`src/rtl/state_mem_pkg.sv`:
```
// Shared MEM/EX stage definitions: FSM states, funct3 load/store codes, mem_info layout.
// Latency: n/a (types and constants only).
// Backpressure: n/a.
package state_mem_pkg;

  // MEM stage FSM encoding
  typedef enum logic [1:0] {
    IDLE = 2'd0,   // waiting for an EX result
    REQ  = 2'd1,   // memory request presented, waiting for Mem_Req_Ready
    RDW  = 2'd2    // load issued, waiting for Read_data_Valid
  } state_t;

  // funct3 codes for loads/stores
  localparam logic [2:0] F3_B  = 3'b000;
  localparam logic [2:0] F3_H  = 3'b001;
  localparam logic [2:0] F3_W  = 3'b010;
  localparam logic [2:0] F3_BU = 3'b100;
  localparam logic [2:0] F3_HU = 3'b101;

  // mem_info bit layout: {funct3[2:0], store, load, strb[3:0]}
  localparam int MEM_INFO_W  = 9;
  localparam int MI_STRB_LSB = 0;
  localparam int MI_LOAD     = 4;
  localparam int MI_STORE    = 5;
  localparam int MI_F3_LSB   = 6;

  typedef struct packed {
    logic [2:0] funct3;
    logic       store;
    logic       load;
    logic [3:0] strb;
  } mem_info_t;

  function automatic mem_info_t unpack_info(input logic [MEM_INFO_W-1:0] v);
    mem_info_t r;
    r.funct3 = v[MI_F3_LSB +: 3];
    r.store  = v[MI_STORE];
    r.load   = v[MI_LOAD];
    r.strb   = v[MI_STRB_LSB +: 4];
    return r;
  endfunction

endpackage

```
`src/rtl/state_mem_load_extend.sv`:
```
// Load data extraction: picks byte/half/word from the read word and sign/zero extends.
// Latency: purely combinational.
// Backpressure: none.
// Ports: Read_data (raw word), addr (byte offset), funct3 (load type) -> value.
module load_extend
  import state_mem_pkg::*;
(
  input  logic [31:0] Read_data,
  input  logic [1:0]  addr,
  input  logic [2:0]  funct3,
  output logic [31:0] value
);

  logic [7:0]  byte_sel;
  logic [15:0] half_sel;

  always_comb begin
    byte_sel = Read_data[7:0];
    half_sel = Read_data[15:0];
    value    = Read_data;

    case (addr)
      2'd1:    byte_sel = Read_data[15:8];
      2'd2:    byte_sel = Read_data[23:16];
      2'd3:    byte_sel = Read_data[31:24];
      default: byte_sel = Read_data[7:0];
    endcase

    if (addr[1]) half_sel = Read_data[31:16];

    case (funct3)
      F3_B:    value = {{24{byte_sel[7]}}, byte_sel};
      F3_BU:   value = {24'd0, byte_sel};
      F3_H:    value = {{16{half_sel[15]}}, half_sel};
      F3_HU:   value = {16'd0, half_sel};
      F3_W:    value = Read_data;
      default: value = Read_data;
    endcase
  end

endmodule

```
`src/rtl/state_mem.sv`:
```
// MEM pipeline stage: latches EX result, performs load/store handshake, hands result to WB.
// Latency: 1 cycle for non-memory ops; memory ops take 1 + request wait (+ read wait for loads).
// Backpressure: fb_mem stalls EX while an access is outstanding; request held until Mem_Req_Ready.
// Ports: complete_pre/mem_info_in/Write_data_in/mem_address_in/RF_waddr_in/PC_input from EX;
//        Address/MemRead/MemWrite/Write_data/Write_strb/Mem_Req_Ready request channel;
//        Read_data/Read_data_Valid/Read_data_Ready read channel; RF_* and PC_output to WB.
module state_mem
  import state_mem_pkg::*;
(
  input  logic                  clk,
  input  logic                  rst,
  input  logic                  complete_pre,
  output logic                  complete_this,
  input  logic [MEM_INFO_W-1:0] mem_info_in,
  input  logic [31:0]           Write_data_in,
  input  logic [31:0]           mem_address_in,
  input  logic [4:0]            RF_waddr_in,
  input  logic [31:0]           PC_input,
  output logic                  fb_mem,
  output logic [31:0]           Address,
  output logic                  MemWrite,
  output logic [31:0]           Write_data,
  output logic [3:0]            Write_strb,
  output logic                  MemRead,
  input  logic                  Mem_Req_Ready,
  input  logic [31:0]           Read_data,
  input  logic                  Read_data_Valid,
  output logic                  Read_data_Ready,
  output logic [4:0]            RF_waddr_out,
  output logic [31:0]           RF_wdata_out,
  output logic                  RF_wen_out,
  output logic [31:0]           PC_output
);

  state_t      state_q, state_d;
  mem_info_t   info_in, info_q;
  logic [31:0] wdata_q, addr_q, pc_q, rf_wdata_q, load_val;
  logic [4:0]  waddr_q;
  logic        complete_q;
  logic        accept, req_done, rd_done;

  assign info_in = unpack_info(mem_info_in);

  load_extend u_load_extend (
    .Read_data (Read_data),
    .addr      (addr_q[1:0]),
    .funct3    (info_q.funct3),
    .value     (load_val)
  );

  // State register
  always_ff @(posedge clk or negedge rst) begin
    if (!rst) state_q <= IDLE;
    else      state_q <= state_d;
  end

  // Next state and request/handshake outputs, all from registered state
  always_comb begin
    state_d         = state_q;
    accept          = 1'b0;
    req_done        = 1'b0;
    rd_done         = 1'b0;
    MemRead         = 1'b0;
    MemWrite        = 1'b0;
    Read_data_Ready = 1'b0;
    case (state_q)
      IDLE: begin
        if (complete_pre) begin
          accept = 1'b1;
          if (info_in.load || info_in.store) state_d = REQ;
        end
      end
      REQ: begin
        // load wins if both flags are ever set, so the strobes stay exclusive
        MemRead  = info_q.load;
        MemWrite = info_q.store & ~info_q.load;
        if (Mem_Req_Ready) begin
          req_done = 1'b1;
          state_d  = info_q.load ? RDW : IDLE;
        end
      end
      RDW: begin
        Read_data_Ready = 1'b1;
        if (Read_data_Valid) begin
          rd_done = 1'b1;
          state_d = IDLE;
        end
      end
      default: state_d = IDLE;
    endcase
  end

  // Latched instruction fields and WB result
  always_ff @(posedge clk or negedge rst) begin
    if (!rst) begin
      info_q     <= '0;
      wdata_q    <= '0;
      addr_q     <= '0;
      pc_q       <= '0;
      waddr_q    <= '0;
      rf_wdata_q <= '0;
      complete_q <= 1'b0;
    end else begin
      complete_q <= 1'b0;
      if (accept) begin
        info_q  <= info_in;
        wdata_q <= Write_data_in;
        addr_q  <= mem_address_in;
        pc_q    <= PC_input;
        waddr_q <= RF_waddr_in;
        if (!(info_in.load || info_in.store)) begin
          complete_q <= 1'b1;
          rf_wdata_q <= Write_data_in;
        end
      end
      if (req_done && !info_q.load) complete_q <= 1'b1;
      if (rd_done) begin
        complete_q <= 1'b1;
        rf_wdata_q <= load_val;
      end
    end
  end

  assign fb_mem        = (state_q == REQ) || (state_q == RDW);
  assign complete_this = complete_q;
  assign RF_wen_out    = complete_q & ~info_q.store & (waddr_q != 5'd0);
  assign Address       = {addr_q[31:2], 2'b00};
  assign Write_data    = wdata_q;
  assign Write_strb    = info_q.strb;
  assign RF_waddr_out  = waddr_q;
  assign RF_wdata_out  = rf_wdata_q;
  assign PC_output     = pc_q;

endmodule

```
`config.mk`:
```
export PLATFORM = sky130hd
export DESIGN_NAME = state_mem
export DESIGN_NICKNAME = d
export VERILOG_FILES = /design/src/rtl/state_mem_pkg.sv /design/src/rtl/state_mem_load_extend.sv /design/src/rtl/state_mem.sv
export SDC_FILE = /design/constraint.sdc
export NUM_CORES = 1
export LEC_CHECK = 0
export ABC_AREA = 1
export CORE_UTILIZATION = 43
export DETAILED_ROUTE_END_ITERATION = 16
export PLACE_DENSITY = 0.86
export SYNTH_ARGS = -nofsm -noshare
export SYNTH_HDL_FRONTEND = slang
export SYNTH_SLANG_ARGS = --single-unit
```
`constraint.sdc`:
```
create_clock -name clk -period 2 [get_ports clk]
set_clock_uncertainty 0.15 [all_clocks]
set_input_delay 0.5 -clock clk [delete_from_list [all_inputs] [get_ports clk]]
set_output_delay 0.5 -clock clk [all_outputs]
set_load 0.005 [all_outputs]
```
==> summary.txt <==
CP max-delay cell - clkdlybuf4s50_1
CP Data Required Time - 1.35 ns
max-cap viol count - 0
Critical Path Start Type - flip-flop
total power - 15.6 mW
hold path cells - 2
first-pass GRT wire length - 31200 um
# DRC - 0
Top FF cell, synth - dfrtp_1
synth unique cells - 29
Vias/cell - 4.83
Die Area - 16700 um^2
FF+latch count, synth - 145
largest cells by area after synthesis - dfrtp_1 52%, nand2_1 10%, mux2_4 8.7%
Final Setup Violations - 0
I/O pin cnt - 290
status - complete, no violations
Crit path max-delay family - buffers and inverters
die height - 129 um
synthesized netlist cell count - 708
min-delay src - RF_wdata_out[29]
worst vdd ir - 0.000740 V
largest net degree at the start of global routing - 49
overall routed net length - 20500 um
Slew HR - 66.1%
actual slew at the worst max-slew pin - 0.509 ns
area delta synth->final - 54.2%
routability cong. - 0.844
Min-Delay Path Class - flip-flop to flip-flop
ys async rst share - 100%
Initial DRT Pass Iterations - 4
Worst-path clk slew - 0.07 ns
synth cell count leaders - 193 x nand2_1, 145 x dfrtp_1, 53 x inv_1
Cell Rows - 46
Longest Clk Path Bufs - 2
fin. max-slew vios - 0
vias - 5891
CTS root buffer - clkbuf_16
sequential fraction of the synthesis area - 52.3%
largest area contributor in the netlist - dfrtp_1
layout cell share with drive strength beyond 1 - 17.5%
CTS Sinks - 145
kind of end point of the critical path - output pin
vias in the first global route - 5897
Netlist Area Pre-Place - 6940 um^2
Worst R2R Start - state_q[0]
GRT overflow - 0
critical path buffer and inverter count - 1
Worst Hold End - RF_wdata_out[29]
Routed Antenna Nets - 0
Leak Pwr - 5.13 nW
drt initial violations - 286
Initial Util - 43.9%
Core Footprint - 15800 um^2
Final min period - 1.98 ns
CP max FO - 2
fmax - 0.504 GHz
n_diodes - 0
clock insertion delay at the later pin of the skew report - 0.42 ns
CTS buffer count - 17
post-synth top area share - 52.3%
Hold Violations, Final - 0
Final nets - 1141
WL per Instance - 16.8 um
flop2flop setup slack - 0.16 ns
PD cells - 1460 nW/um^2
critical path class - flip-flop to output pin
Mean Syn Cell Area - 9.81 um^2
CTS HTree Levels - 4
I/O Buffers - 287
CP arrival - 1.33 ns
Die X-Extent - 129 um
antenna violations before repair - 0
Final HPWL DP - 15400 um
GRT Total Usage - 24.8%
final period utilization - 99.2%
setup_tns - 0 ns
R2R Path End - RF_wdata_out[14]
Max stage delay on crit path - 0.52 ns
CP Cell Sequence - clkdlybuf4s50_1
TritonCTS clock tree - built
Post-synth EDFFs - 0
Synth Warn # - 0
most frequent cell after synthesis - nand2_1
unrepaired setup endpoints after global routing - true
FF-to-FF path depth - 8
power by group:
part           switching [mW]  internal, mW  total (mW)
combinational            2.77          4.42        7.19
clock                    1.40          1.77        3.17
sequential              0.866          4.40        5.26
total                    5.03          10.6        15.6
repair_timing:
item,4_1_cts,5_1_grt
pin swaps,3,1
hold buffers,1,0
gates cloned,0,0
hold endpoints to repair,41,0
resized for setup,31,13
buffers inserted,3,3
setup endpoints to repair,10,26
per-layer routing:
layer | up-vias | track usage (%) | share of wire, %
li1 | 2806 | - | -
met1 | 2808 | 29.8 | 39
met2 | 243 | 41.7 | 50
met4 | 0 | 10.2 | 2.2
met5 | - | 0 | 0
met3 | 34 | 7.39 | 8.6
kinds of logic (layout without fill, tap and decap cells):
group	Yosys count	count (layout)	share of synthesized area, %
multiplexers	73	73	14.0
flip-flops	145	145	52.3
AO/OA/AOI/OAI	97	97	7.26
adder cells (fa/ha/maj)	3	3	0.541
other	1	2	0.0540
buffers and inverters	124	419	9.97
AND/OR/NAND/NOR	265	265	15.9
how the worst max path moves through the flow:
stage	from	slack, ns	to	cells after the start
finish	PC_output[7]	0.02	PC_output[7]	1
floorplan	state_q[0]	0.35	PC_output[10]	6
detailed placement	mem_info_in[5]	-0.21	RF_wdata_out[16]	8
global route	RF_waddr_out[4]	-0.04	RF_wen_out	5
global placement	mem_info_in[5]	-0.18	RF_wdata_out[17]	8
CTS	state_q[1]	-0.04	MemWrite	5
area by class of cell:
class | count | area (um^2)
Tap cell | 216 | 270
Timing Repair Buffer | 331 | 3340
Inverter | 56 | 210
Multi-Input combinational cell | 440 | 2670
Clock buffer | 17 | 425
Clock inverter | 15 | 164
Sequential cell | 145 | 3630
Fill cell | 1252 | 5120
state kept, by name, summed over array words and instances (netlist names):
| register | count |
|---|---|
| complete_this | 1 |
| RF_waddr_out | 5 |
| addr_q | 32 |
| RF_wdata_out | 32 |
| PC_output | 32 |
| state_q | 2 |
| Write_strb | 4 |
| info_q | 5 |
| Write_data | 32 |
metrics by stage:
| stage | worst slack, ns | util [%] | hold slack, ns | instance area [um^2] | instances |
|---|---|---|---|---|---|
| 6_report | 0.0167 | 67.6 | 0.334 | 10700 | 1220 |
| 5_1_grt | -0.0440 | 67.6 | 0.344 | 10700 | 1220 |
| 4_1_cts | -0.0408 | 67.2 | 0.334 | 10600 | 1217 |
| 3_5_place_dp | -0.210 | 63.4 | 0.317 | 10000 | 1181 |
| 3_3_place_gp | -0.179 | 63.4 | 0.312 | 10000 | 1181 |
| 2_1_floorplan | 0.354 | - | 0.0544 | 6950 | 709 |
worst register-to-register path, cell delays in order (launching register included):
cell and delay [ns]:
dfrtp_1 0.42, inv_2 0.12, ha_2 0.21, nand2_2 0.18
nand2_1 0.21, inv_2 0.11, buf_4 0.19, nand2_1 0.07
nand2_1 0.07
cell usage in the layout (no fill, tap or decap), types with 13 or more instances in the layout:
cell type / Yosys / final
nor2_1: 34 / 34
mux2_1: 13 / 13
clkdlybuf4s50_1: 0 / 265
buf_4: 38 / 32
inv_1: 53 / 50
o21ai_1: 29 / 29
dfrtp_1: 145 / 145
a21oi_1: 26 / 26
nand2_1: 193 / 191
nand2_2: 17 / 18
o21ai_0: 34 / 34
mux2_2: 20 / 20
clkbuf_16: 0 / 17
mux2_4: 40 / 40
(Power assumes the default switching activity.)
